[config.mk]
export PLATFORM = sky130hd
export DESIGN_NAME = neureka_multi_engine_dispatch
export DESIGN_NICKNAME = d
export VERILOG_FILES = /design/src/rtl/neureka_multi_engine_dispatch.sv
export SDC_FILE = /design/constraint.sdc
export NUM_CORES = 1
export LEC_CHECK = 0
export BUFFER_PORTS_ARGS = -buffer_cell sky130_fd_sc_hd__buf_4
export CAP_MARGIN = 30
export CELL_PAD_IN_SITES_DETAIL_PLACEMENT = 1
export CELL_PAD_IN_SITES_GLOBAL_PLACEMENT = 1
export CORE_ASPECT_RATIO = 1.25
export CORE_MARGIN = 1
export CORE_UTILIZATION = 53
export CTS_BUF_LIST = sky130_fd_sc_hd__clkbuf_2 sky130_fd_sc_hd__clkbuf_4 sky130_fd_sc_hd__clkbuf_8
export CTS_CLUSTER_DIAMETER = 80
export DETAILED_ROUTE_END_ITERATION = 8
export MAX_ROUTING_LAYER = met4
export PLACE_DENSITY = 0.9
export SYNTH_ARGS = -nofsm -noshare
export SYNTH_HDL_FRONTEND = slang
export SYNTH_SLANG_ARGS = --single-unit
[constraint.sdc]
create_clock -name clk_i -period 4.8 [get_ports clk_i]
set_input_delay 0.24 -clock clk_i [delete_from_list [all_inputs] [get_ports clk_i]]
set_output_delay 0.24 -clock clk_i [all_outputs]
set_load 0.01 [all_outputs]
[src/rtl/neureka_multi_engine_dispatch.sv]
`default_nettype none
// ============================================================================
// Module  : neureka_multi_engine_dispatch
// Brief   : Job FIFO feeding N engines (lowest idle first) with clear/start/run
//           sequencing, per-job core event routing and global busy/idle events.
// Rev     : 1.0 - initial release
// ============================================================================
module neureka_multi_engine_dispatch #(
  parameter int N_ENGINES   = 2,
  parameter int N_CORES     = 8,
  parameter int N_EVT       = 2,
  parameter int QUEUE_DEPTH = 4,
  parameter int ID_WIDTH    = 8
) (
  input  logic                             clk_i,
  input  logic                             rst_ni,
  input  logic                             clear_i,
  input  logic                             job_valid_i,
  output logic                             job_ready_o,
  input  logic [ID_WIDTH-1:0]              job_id_i,
  input  logic [$clog2(N_CORES)-1:0]       job_core_i,
  output logic [N_ENGINES-1:0]             engine_clear_o,
  output logic [N_ENGINES-1:0]             engine_start_o,
  output logic [N_ENGINES-1:0]             engine_enable_o,
  input  logic [N_ENGINES-1:0]             engine_done_i,
  output logic                             done_valid_o,
  output logic [ID_WIDTH-1:0]              done_id_o,
  output logic [N_CORES*N_EVT-1:0]         evt_o,
  output logic                             busy_o,
  output logic [$clog2(QUEUE_DEPTH+1)-1:0] queue_count_o
);

  localparam int c_CORE_W = $clog2(N_CORES);
  localparam int c_PTR_W  = $clog2(QUEUE_DEPTH);
  localparam int c_CNT_W  = $clog2(QUEUE_DEPTH+1);
  localparam logic [c_PTR_W-1:0] c_PTR_LAST = c_PTR_W'(QUEUE_DEPTH-1);
  localparam logic [c_CNT_W-1:0] c_DEPTH    = c_CNT_W'(QUEUE_DEPTH);

  // The clear phase is the dispatch cycle itself (IDLE + grant), so no
  // registered CLEAR state is needed to meet the push->clear->start timing.
  typedef enum logic [1:0] {
    S_IDLE  = 2'd0,
    S_START = 2'd1,
    S_RUN   = 2'd2
  } eng_state_e;

  logic [ID_WIDTH-1:0]  r_fifo_id   [QUEUE_DEPTH];
  logic [c_CORE_W-1:0]  r_fifo_core [QUEUE_DEPTH];
  logic [c_PTR_W-1:0]   r_wr_ptr;
  logic [c_PTR_W-1:0]   r_rd_ptr;
  logic [c_CNT_W-1:0]   r_count;

  eng_state_e           r_state     [N_ENGINES];
  eng_state_e           w_state_nxt [N_ENGINES];
  logic [ID_WIDTH-1:0]  r_slot_id   [N_ENGINES];
  logic [c_CORE_W-1:0]  r_slot_core [N_ENGINES];

  logic [N_ENGINES-1:0] w_idle;
  logic [N_ENGINES-1:0] w_grant;
  logic [N_ENGINES-1:0] w_done_run;
  logic                 w_push;
  logic                 w_pop;
  logic                 w_busy;
  logic [ID_WIDTH-1:0]  w_done_id;
  logic [N_CORES-1:0]   w_evt_done;

  logic [N_CORES-1:0]   r_evt_done;
  logic                 r_done_valid;
  logic [ID_WIDTH-1:0]  r_done_id;
  logic                 r_evt_idle;
  logic                 r_busy_q;

  function automatic logic [c_PTR_W-1:0] ptr_inc(input logic [c_PTR_W-1:0] p);
    return (p == c_PTR_LAST) ? '0 : p + c_PTR_W'(1);
  endfunction

  always_comb begin
    w_idle     = '0;
    w_done_run = '0;
    for (int e = 0; e < N_ENGINES; e++) begin
      w_idle[e]     = (r_state[e] == S_IDLE);
      w_done_run[e] = engine_done_i[e] && (r_state[e] == S_RUN);
    end
  end

  assign job_ready_o = (r_count < c_DEPTH);
  assign w_busy      = (r_count != '0) || !(&w_idle);
  assign w_push      = job_valid_i && job_ready_o && !clear_i;
  assign w_pop       = (r_count != '0) && (|w_idle) && !clear_i;
  // Isolate the lowest set bit of the idle mask.
  assign w_grant     = w_pop ? (w_idle & (~w_idle + N_ENGINES'(1))) : '0;

  always_comb begin
    for (int e = 0; e < N_ENGINES; e++) begin
      w_state_nxt[e] = r_state[e];
      case (r_state[e])
        S_IDLE:  if (w_grant[e]) w_state_nxt[e] = S_START;
        S_START: w_state_nxt[e] = S_RUN;
        S_RUN:   if (engine_done_i[e]) w_state_nxt[e] = S_IDLE;
        default: w_state_nxt[e] = S_IDLE;
      endcase
      if (clear_i) w_state_nxt[e] = S_IDLE;
    end
  end

  // Descending scan so the lowest-index completing engine wins the ID.
  always_comb begin
    w_done_id  = '0;
    w_evt_done = '0;
    for (int e = N_ENGINES-1; e >= 0; e--) begin
      if (w_done_run[e]) begin
        w_done_id                  = r_slot_id[e];
        w_evt_done[r_slot_core[e]] = 1'b1;
      end
    end
  end

  always_ff @(posedge clk_i) begin
    if (w_push) begin
      r_fifo_id[r_wr_ptr]   <= job_id_i;
      r_fifo_core[r_wr_ptr] <= job_core_i;
    end
  end

  always_ff @(posedge clk_i or negedge rst_ni) begin
    if (!rst_ni) begin
      r_wr_ptr <= '0;
      r_rd_ptr <= '0;
      r_count  <= '0;
    end else if (clear_i) begin
      r_wr_ptr <= '0;
      r_rd_ptr <= '0;
      r_count  <= '0;
    end else begin
      if (w_push) r_wr_ptr <= ptr_inc(r_wr_ptr);
      if (w_pop)  r_rd_ptr <= ptr_inc(r_rd_ptr);
      case ({w_push, w_pop})
        2'b10:   r_count <= r_count + c_CNT_W'(1);
        2'b01:   r_count <= r_count - c_CNT_W'(1);
        default: ;
      endcase
    end
  end

  always_ff @(posedge clk_i or negedge rst_ni) begin
    if (!rst_ni) begin
      for (int e = 0; e < N_ENGINES; e++) begin
        r_state[e]     <= S_IDLE;
        r_slot_id[e]   <= '0;
        r_slot_core[e] <= '0;
      end
    end else begin
      for (int e = 0; e < N_ENGINES; e++) begin
        r_state[e] <= w_state_nxt[e];
        if (w_grant[e]) begin
          r_slot_id[e]   <= r_fifo_id[r_rd_ptr];
          r_slot_core[e] <= r_fifo_core[r_rd_ptr];
        end
      end
    end
  end

  // Clearing the busy history suppresses the all-idle event after a soft clear.
  always_ff @(posedge clk_i or negedge rst_ni) begin
    if (!rst_ni) begin
      r_done_valid <= 1'b0;
      r_done_id    <= '0;
      r_evt_done   <= '0;
      r_evt_idle   <= 1'b0;
      r_busy_q     <= 1'b0;
    end else if (clear_i) begin
      r_done_valid <= 1'b0;
      r_done_id    <= '0;
      r_evt_done   <= '0;
      r_evt_idle   <= 1'b0;
      r_busy_q     <= 1'b0;
    end else begin
      r_done_valid <= |w_done_run;
      r_done_id    <= w_done_id;
      r_evt_done   <= w_evt_done;
      r_evt_idle   <= r_busy_q && !w_busy;
      r_busy_q     <= w_busy;
    end
  end

  assign engine_clear_o = {N_ENGINES{clear_i}} | w_grant;
  assign done_valid_o   = r_done_valid && !clear_i;
  assign done_id_o      = clear_i ? '0 : r_done_id;
  assign busy_o         = w_busy;
  assign queue_count_o  = r_count;

  for (genvar e = 0; e < N_ENGINES; e++) begin : g_eng
    assign engine_start_o[e]  = (r_state[e] == S_START) && !clear_i;
    assign engine_enable_o[e] = (r_state[e] != S_IDLE) && !clear_i;
  end

  for (genvar c = 0; c < N_CORES; c++) begin : g_core
    for (genvar k = 0; k < N_EVT; k++) begin : g_evt
      if (k == 0) begin : g_done
        assign evt_o[c*N_EVT+k] = r_evt_done[c] && !clear_i;
      end else if (k == 1) begin : g_idle
        assign evt_o[c*N_EVT+k] = r_evt_idle && !clear_i;
      end else begin : g_tie
        assign evt_o[c*N_EVT+k] = 1'b0;
      end
    end
  end

endmodule
`default_nettype wire

==> Word level (Yosys, flattened, before mapping) <==
Memory sizes are Yosys's and may differ from the RTL's.
Cells that the tools add are included.
{ "totals": {"n_memories": 2, "elab_cells": 115, "out_inout_bits": 36, "ff_bits": 52, "mem_bits_rw": 44} }
{ "memory_table": {"columns": ["memory", "words", "width", "read_ports", "rd_ports_with_merged_regs", "wr", "line", "rtl"], "rows": [
  ["r_fifo_id", 4, 8, 1, 0, 1, "47", "logic [ID_WIDTH-1:0] r_fifo_id [QUEUE_DEPTH];"],
  ["r_fifo_core", 4, 3, 1, 0, 1, "48", "logic [c_CORE_W-1:0] r_fifo_core [QUEUE_DEPTH];"]
]} }
{ "classes": {"n_eq_ne": 12, "n_addsub": 5, "mux": 33, "order_cmp": 5, "reduce_logical": 40, "n_bitwise": 4} }
{ "op_table": {"columns": ["cell", "count"], "rows": [
  ["$mux W8", 7],
  ["$mux W2", 13],
  ["$logic_and A1 B1 Y1", 23],
  ["$pmux W2 S3", 2],
  ["$eq A2 B2 Y1 const B", 5],
  ["$lt A3 B4 Y1 const B", 2],
  ["$or A8 B8 Y8", 1],
  ["$reduce_bool A2 Y1", 4],
  ["$mux W1", 7],
  ["$add A2 B1 Y2 const B", 3],
  ["$demux W1 S3", 2],
  ["$eq A2 B1 Y1 const B", 3],
  ["$ge A3 B1 Y1 const B", 2],
  ["$ne A3 B2 Y1 const B", 2],
  ["$ne A3 B3 Y1 const B", 2],
  ["$pmux W3 S2", 1],
  ["$reduce_and A2 Y1", 3],
  ["$reduce_bool A3 Y1", 2],
  ["$logic_not A2 Y1", 2],
  ["$reduce_or A2 Y1", 2],
  ["$add A3 B1 Y3 const B", 1],
  ["$logic_not A1 Y1", 3],
  ["$lt A3 B3 Y1 const B", 1],
  ["$mux W3", 1],
  ["other kinds (5)", 5]
]} }

==> Longest topological paths before layout <==
Gate-level depths: netlist (run 1).
{ "logic_depth": {"word_depth": 8, "ltp_mapped": 7} }

==> Worst setup path before layout (run 1) <==
OpenSTA, ideal clock, no wires.
{ "synth_timing": {"path_type": "register to register", "startpoint": "register r_count[1], in the netlist queue_count_o[1]", "endpoint": "register r_count[2], in the netlist queue_count_o[2]", "setup_slack_ps": 2865, "setup_ps": 82, "t_arrival_ps": 1853, "stages_incl_launch_ff": 8, "cell_sequence": "dfrtp_1 buf_4 nor3_4 nor4_1 fa_1 nor3_1 o211ai_1 a31oi_1"} }
{ "synth_via": {"elab_chain_len": 6, "elab_cells_between_ends": 13, "classes_between": "2 x add/sub; 1 x order compare; 2 x eq/ne; 2 x mux; 6 x reduce/logical"} }
{ "synth_rtl": {"columns": ["element", "line", "rtl"], "rows": [
  ["start, declared", "51", "logic [c_CNT_W-1:0] r_count;"],
  ["start signal, assigned", "138", "2'b10: r_count <= r_count + c_CNT_W'(1);"],
  ["start signal, assigned", "139", "2'b01: r_count <= r_count - c_CNT_W'(1);"],
  ["$lt A3 B3 Y1 / $reduce_bool A3 Y1 (equally long branches)", "86, 89", null],
  ["$logic_and A1 B1 Y1, on equally long branches (2 in series)", "88, 89", null],
  ["$eq A2 B1 Y1 / $eq A2 B2 Y1 (equally long branches)", "137", "case ({w_push, w_pop})"],
  ["$pmux W3 S2", "137", null],
  ["$mux W3", "130", "end else if (clear_i) begin"]
]} }
Parallel ways exist; a longest one is shown, timed or not.
A chain may end at the register's enable or synchronous reset.

==> Worst setup path after layout (run 1) <==
{ "layout_timing": {"startpoint": "register r_count[2], in the netlist queue_count_o[2]", "endpoint": "output port engine_clear_o[0]"} }
{ "layout_via": {"elab_chain_len": 5} }
{ "layout_rtl": {"columns": ["element", "line", "rtl"], "rows": [
  ["$reduce_bool A3 Y1", "89", "assign w_pop = (r_count != '0) && (|w_idle) && !clear_i;"],
  ["$logic_and A1 B1 Y1 (2 in series)", "89", null],
  ["$mux W2", "91", "assign w_grant = w_pop ? (w_idle & (~w_idle + N_ENGINES'(1))) : '0;"],
  ["$or A2 B2 Y2", "186", "assign engine_clear_o = {N_ENGINES{clear_i}} | w_grant;"],
  ["end, declared", "22", "output logic [N_ENGINES-1:0] engine_clear_o,"]
]} }
Every way passes these cells.

==> flow_metrics.tcl, run 1 <==
set metrics [dict create \
    outcome "finished, final reports clean" \
    final_cells 438 \
    slew_viol_final 0 \
    min_from "job_id_i[5]" \
    slew_headroom_pct 47.5 \
    combPwrFrac_pct 24.5 \
    switching_share_pct 32.0 \
    required_ps 4560 \
    power_density_nw_per_um2 463 \
    period_share_pct 52.9 \
    clk_latency_ps 370 \
    cp-startpoint "queue_count_o[2]$_DFFE_PN0P_" \
    whs_ps 67.4 \
    grt_max_degree 53 \
    ys_seq_elements 96 \
    avgSynthCellArea_sq_um 13.9 \
    synthAdderAreaFrac_pct 1.97 \
    synth-simple-area-share_pct 12.8 \
    die_h_um 101 \
    seq_area_sq_um 2620 \
    fmax_ghz 0.394 \
    htreeDepth 3 \
    p_leak_nw 1.98 \
    p_total_mw 2.20 \
    start_kind "flip-flop" \
    fin_skew_ps 12.3 \
    fillCellCount 728 \
    netlist_area_sq_um 4190 \
    hold_buffers 1 \
    p_int_mw 1.49 \
    final_layout_size_suffix_gt1_share_pct 30.6 \
    drv_cap 0 \
    rsz0062_at_grt "false" \
    place_area_sq_um 4550 \
    post_cts_buffers 0 \
    area_delta_synth_final_pct 13.3 \
    start_util_pct 55.6 \
    worst_setup_path_end_kind "output port" \
    worstPathArrival_ps 2300 \
    power_switching_mw 0.703 \
    synth_compound_area_share_pct 5.44 \
    ys_warn_count 0 \
    io_buffers 52 \
    rows 35 \
    syn_inst 302 \
    grt_pass1_wl_mm 13.3 \
    grt_pass1_vias 2576 \
    async_reset_ff_share_pct 54.2 \
    yosysSeqAreaShare_pct 62.6 \
    critPathMaxFanout 13 \
    clk_pin_slew_ps 100 \
    dp.cells 421 \
    dp_hpwl_mm 5.72 \
    place_ws_ps 2650 \
    final.setup.worst_slack_ps 2260 \
    synth.net_count 325 \
    firstDrtPassIters 4 \
    hold_violations 0 \
    r2r_slack_ps 2620 \
    vias 2517 \
    min-delay-path-class "input port to flip-flop" \
    final_cell_mix "buf_4 (52), dfrtp_1 (52), edfxtp_1 (44), nor2b_1 (23), nand2_1 (22)" \
    n_antenna_cell 0 \
    p_clk_share_pct 22.9 \
    routabilityCongestion 0.761 \
    muxShareOfSynthArea_pct 13.1 \
    overflow 0 \
    drt-total-wl_mm 8.31 \
    setup_viol 0 \
    fin_util_pct 63.0 \
    via_per_inst 5.75 \
    drt_iter0_drc 187 \
    r2r-start "queue_count_o[2]$_DFFE_PN0P_" \
    final_nets 364 \
    critPathKind "flip-flop to output port" \
    antenna_left 0 \
    cts_sinks 96 \
    multi_input_area_sq_um 1390 \
    drc 0 \
    yosysUniqueCellTypes 43 \
    worstPathCellList "nor3_4 -> or4_1 -> nand2b_1 -> buf_4" \
    numCtsBuffers 9 \
    design.portCount 53 \
    synth_edf_count 44 \
    yosys.area.top_type_share_pct 31.6 \
    cts_tree "built" \
    wl_per_cell_um 19.0 \
    cts_resized 0 \
    die_w_um 81.5 \
    crit_path_top_delay_cell "or4_1" \
    cts_buffer_depth 2 \
    fin_crit_ps 2540 \
    root_buffer "clkbuf_8" \
    core_sq_um 7530 \
    seq_power_share_pct 52.6 \
    design_area_sq_um 4750 \
    grt_antenna_before_repair 0 \
    tns_ps 0 \
    synth_xor_area_share_pct 0 \
    cpPeakStageDelay_ps 690 \
    ir_drop_v 0.000337 \
    grtUsageTotal_pct 23.0 \
    synth_top_family_by_area "multiplexers" \
    die-area_sq_um 8260 \
    synth_area_leaders "edfxtp_1 (32%), dfrtp_1 (31%), mux4_2 (5.9%)" \
    worst_pin_slew_ps 788 \
    synth.largest_area_cell "edfxtp_1" \
    ys.flop_type "dfrtp_1" \
]
-- synth_stat cells, types with 2 or more instances --
cell type	number
mux4_2	11
a21o_1	2
inv_1	8
buf_4	10
nor3_1	2
nor2_1	16
dfrtp_1	52
o21ai_0	4
edfxtp_1	44
nor3b_1	5
a22oi_1	3
nor3_4	2
a21oi_1	18
buf_2	4
buf_1	2
clkbuf_1	8
nand2b_1	2
a31oi_1	2
nand3_1	6
or4_1	2
mux2_2	15
nand3b_1	2
and2_1	4
ha_1	5
nor4bb_1	2
a32oi_1	3
nand2_1	22
mux2_4	8
or3_1	2
nor2b_1	23
-- worst paths after layout --
kind,to,depth (start not counted)
max in group asynchronous,r_slot_id[11]$_DFFE_PN0P_,2
worst max-delay path,engine_clear_o[0],4
worst min-delay path,r_fifo_id[3][5]$_DFFE_PP_,1
min in group asynchronous,r_state[1]$_DFFE_PN0P_,2
worst min register to register,r_evt_idle$_DFF_PN0_,2
worst max register to register,r_slot_id[8]$_DFFE_PN0P_,3
-- power by group through the flow --
| stage | registers (mW) | clock network, mW | logic [mW] |
|---|---|---|---|
| final | 1.16 | 0.503 | 0.539 |
| after global routing | 1.17 | 0.539 | 0.589 |
| after CTS | 1.15 | 0.512 | 0.546 |
| after detailed placement | 1.17 | 0 | 0.538 |
| after global placement | 1.15 | 0 | 0.503 |
| after floorplan | 1.09 | 0 | 0.450 |
-- sequential cells by signal (all words and copies together), names as in the netlist, 2 cells and up --
register and flops:
r_wr_ptr 2, r_slot_core 6, r_fifo_core 12, r_slot_id 16
r_fifo_id 32, queue_count_o 3, r_rd_ptr 2, r_state 4
r_done_id 8, r_evt_done 8
-- layer usage --
metal / share of wire [%] / wire (um) / GRT usage (%)
met4: 2.3 / 189 / 9.48
met2: 54 / 4450 / 38.7
met5: 0 / 0 / -
met1: 41 / 3400 / 27.0
met3: 3.2 / 268 / 4.14
-- kinds of logic (layout without fill, tap and decap cells) --
kind of cell	Yosys count	in the layout
compound gates	37	37
simple gates	95	95
mux	35	35
fa+ha+maj	6	6
buf+inv	33	77
flops	96	96
-- critical path: cells and delay by family (launching register included) --
kind	cells	cell delay, ps
buffers and inverters	1	170
flip-flops	1	510
AND/OR/NAND/NOR	3	1240
-- final cells by class --
class                           instances  share of cell area (%)
Inverter                                8                   0.633
Clock inverter                          7                    1.32
Tap cell                               92                    2.43
Clock buffer                            9                    2.61
Timing Repair Buffer                   53                    8.44
Sequential cell                        96                    55.3
Multi-Input combinational cell        173                    29.3
(Power assumes the default switching activity.)
==> inputs of run 2 (changes only) <==
--- a/config.mk
+++ b/config.mk
@@ -5,18 +5,19 @@
 export SDC_FILE = /design/constraint.sdc
 export NUM_CORES = 1
 export LEC_CHECK = 0
+export ABC_AREA = 1
 export BUFFER_PORTS_ARGS = -buffer_cell sky130_fd_sc_hd__buf_4
 export CAP_MARGIN = 30
 export CELL_PAD_IN_SITES_DETAIL_PLACEMENT = 1
 export CELL_PAD_IN_SITES_GLOBAL_PLACEMENT = 1
 export CORE_ASPECT_RATIO = 1.25
 export CORE_MARGIN = 1
-export CORE_UTILIZATION = 53
+export CORE_UTILIZATION = 42
 export CTS_BUF_LIST = sky130_fd_sc_hd__clkbuf_2 sky130_fd_sc_hd__clkbuf_4 sky130_fd_sc_hd__clkbuf_8
 export CTS_CLUSTER_DIAMETER = 80
 export DETAILED_ROUTE_END_ITERATION = 8
 export MAX_ROUTING_LAYER = met4
-export PLACE_DENSITY = 0.9
+export PLACE_DENSITY = 0.8
 export SYNTH_ARGS = -nofsm -noshare
 export SYNTH_HDL_FRONTEND = slang
 export SYNTH_SLANG_ARGS = --single-unit
==> constraint.sdc (replaced) <==
create_clock -name clk_i -period 2.3 [get_ports clk_i]
set_input_delay 0.115 -clock clk_i [delete_from_list [all_inputs] [get_ports clk_i]]
set_output_delay 0.115 -clock clk_i [all_outputs]
set_load 0.01 [all_outputs]
==> run 2 against run 1 <==
Worst hold slack worse by 21 ps. Sequential cell count stayed put. Clock power is 120% higher. Largest power group unchanged. Die area is 30% higher. Synthesized cell count is 40% higher. Worst setup slack worse by 1800 ps. Routed wire length is 11% higher. Area after synthesis is 3.3% higher. Power is 140% higher. Critical path depth is 5 higher. Combinational power grew to 3.3 times the previous value. Sequential share of layout area is 3.8 points lower. Largest cell class unchanged.
==> flow_metrics.tcl, run 2 <==
set metrics [dict create \
    ys_warn_count 0 \
    numCtsBuffers 9 \
    start_kind "flip-flop" \
    final_nets 506 \
    via_per_inst 4.99 \
    largest_reg_flops 32 \
    area_delta_synth_final_pct 17.9 \
    hold_violations 0 \
    ir_drop_v 0.000554 \
    firstDrtPassIters 4 \
    grt_antenna_before_repair 0 \
    async_reset_ff_share_pct 54.2 \
    place_area_sq_um 4780 \
    yosysSeqAreaShare_pct 60.6 \
    start_util_pct 43.0 \
    htreeDepth 3 \
    worst_setup_path_end_kind "flip-flop" \
    routabilityCongestion 0.790 \
    worstPathArrival_ps 2050 \
    routed-wl-met3_um 273 \
    drv_cap 0 \
    fin_skew_ps 9.73 \
    grtUsageTotal_pct 19.1 \
    drc 0 \
    p_leak_nw 2.21 \
    avgSynthCellArea_sq_um 10.2 \
    drt-total-wl_mm 9.23 \
    rsz0062_at_grt "false" \
    netlist_area_sq_um 4330 \
    dp_hpwl_mm 6.36 \
    rows 41 \
    clk_latency_ps 370 \
    die-area_sq_um 10700 \
    layout_commonest_cell "nand2_1" \
    syn_inst 423 \
    outcome "finished, final reports clean" \
    top_register "r_fifo_id" \
    wl_per_cell_um 15.0 \
    synth_edf_count 44 \
    m1WireLength_mm 3.80 \
    design_area_sq_um 5100 \
    synth_area_leaders "edfxtp_1 (31%), dfrtp_1 (30%), nand2_1 (6.2%)" \
    slew_headroom_pct 55.3 \
    clk_pin_slew_ps 90 \
    drt_iter0_drc 142 \
    root_buffer "clkbuf_8" \
    die_h_um 115 \
    yosysUniqueCellTypes 37 \
    power_density_nw_per_um2 1030 \
    fmax_ghz 0.557 \
    post_cts_buffers 0 \
    worst_pin_slew_ps 670 \
    antenna_left 0 \
    ys.flop_type "dfrtp_1" \
    die_w_um 92.8 \
    grt_pass1_wl_mm 15.1 \
    synth.largest_area_cell "edfxtp_1" \
    slew_viol_final 0 \
    n_antenna_cell 0 \
    design.portCount 53 \
    vias 3077 \
    cts_tree "built" \
    yosys.area.top_type_share_pct 30.5 \
    grt_max_degree 53 \
    ys_seq_elements 96 \
    post-synth-top-count-cell "nand2_1" \
    synth.net_count 446 \
    critPathMaxFanout 8 \
    core_sq_um 10100 \
    synthTopCellsByCount "nand2_1 (71), nor2_1 (61), dfrtp_1 (52), inv_1 (46), edfxtp_1 (44)" \
    critPathKind "flip-flop to flip-flop" \
    grt_pass1_vias 3129 \
    setup_viol 0 \
    fin_crit_ps 1800 \
    final_layout_size_suffix_gt1_share_pct 23.6 \
    required_ps 2560 \
    io_buffers 52 \
    min-delay-path-class "input port to flip-flop" \
    final_cell_mix "nand2_1 (71), nor2_1 (61), buf_4 (58), dfrtp_1 (52), inv_1 (46)" \
    r2r_slack_ps 500 \
    cts_sinks 96 \
    period_share_pct 78.1 \
    reg.largest.list "r_fifo_id: 32 flops, r_slot_id: 16 flops, r_fifo_core: 12 flops" \
    dr_wl_met2_mm 5.00 \
    cts_buffer_depth 2 \
    tns_ps 0 \
    overflow 0 \
    top_layer_used "met4" \
]
==> run 2: cell count changes in the layout (fill, tap and decap cells not counted), sizes merged, moves of 10 or more <==
cell and delta:
mux2 -23, o22ai +10, mux4 -11, nand2 +55
inv +49, dlygate4sd3 +11, nor2b -23, nor2 +50
o21ai +38
==> run 2: final cells by class <==
cell class	instances	area (sq um)
clock buffer	9	124
multi-input combinational	247	1330
tap	129	161
inverter	59	226
clock inverter	7	77.6
timing repair buffer	70	556
sequential	96	2620
fill	1132	4950
==> run 2: metrics by stage <==
| stage | cells | worst slack [ps] | power (mW) | utilization [%] | hold slack [ps] |
|---|---|---|---|---|---|
| 4_1_cts | 617 | 488 | 5.31 | 50.7 | 48.2 |
| 5_1_grt | 617 | 361 | 5.60 | 50.7 | 64.6 |
| 6_report | 617 | 504 | 5.26 | 50.7 | 46.8 |
| 3_3_place_gp | 589 | 628 | 4.04 | 47.5 | 184 |
| 3_5_place_dp | 589 | 511 | 4.16 | 47.5 | 190 |
| 2_1_floorplan | 423 | 662 | 3.62 | - | -181 |
==> run 2: worst paths after layout <==
check | startpoint | cells after the start | endpoint
min | engine_done_i[0] | 4 | r_state[3]$_DFFE_PN0P_
min reg2reg | r_slot_id[4]$_DFFE_PN0P_ | 2 | r_slot_id[4]$_DFFE_PN0P_
max in group asynchronous | rst_ni | 2 | queue_count_o[0]$_DFFE_PN0P_
min in group asynchronous | rst_ni | 2 | r_done_valid$_DFF_PN0_
max | queue_count_o[0]$_DFFE_PN0P_ | 9 | queue_count_o[2]$_DFFE_PN0P_
max reg2reg | queue_count_o[0]$_DFFE_PN0P_ | 9 | queue_count_o[2]$_DFFE_PN0P_
==> run 2: metal layers <==
metal	GRT usage, %	up-vias
li1	-	1487
met1	21.0	1516
met2	34.7	58
met3	3.41	16
met4	6.15	0
met5	-	-
==> run 2: timing repair <==
item	CTS	global route
hold buffers	12	0
gates resized for setup	0	0
endpoints found under the hold margin	96	0
==> run 2: cell families (layout without fill, tap and decap cells) <==
kind of cell | after synthesis | after routing | share of synthesized area, %
buffers and inverters | 80 | 145 | 8.59
DFF | 96 | 96 | 60.6
adders and majority gates | 6 | 6 | 1.91
AOI/OAI and AO/OA | 74 | 74 | 11.1
and+or+nand+nor | 167 | 167 | 17.8
==> run 2: power breakdown <==
group	switching (mW)	leakage (nW)	internal, mW
registers	0.215	1.08	2.13
logic	1.19	1.04	0.603
clock network	0.609	0.0958	0.514
total	2.01	2.21	3.25
==> run 2: critical path: stages (launching register included) <==
cell,delay [ps]
dfrtp_1,460
nor2_1,210
nand2_4,140
nand3_1,140
inv_1,60
fa_1,390
inv_1,70
nand3_1,70
nand3_1,80
nand2_1,60
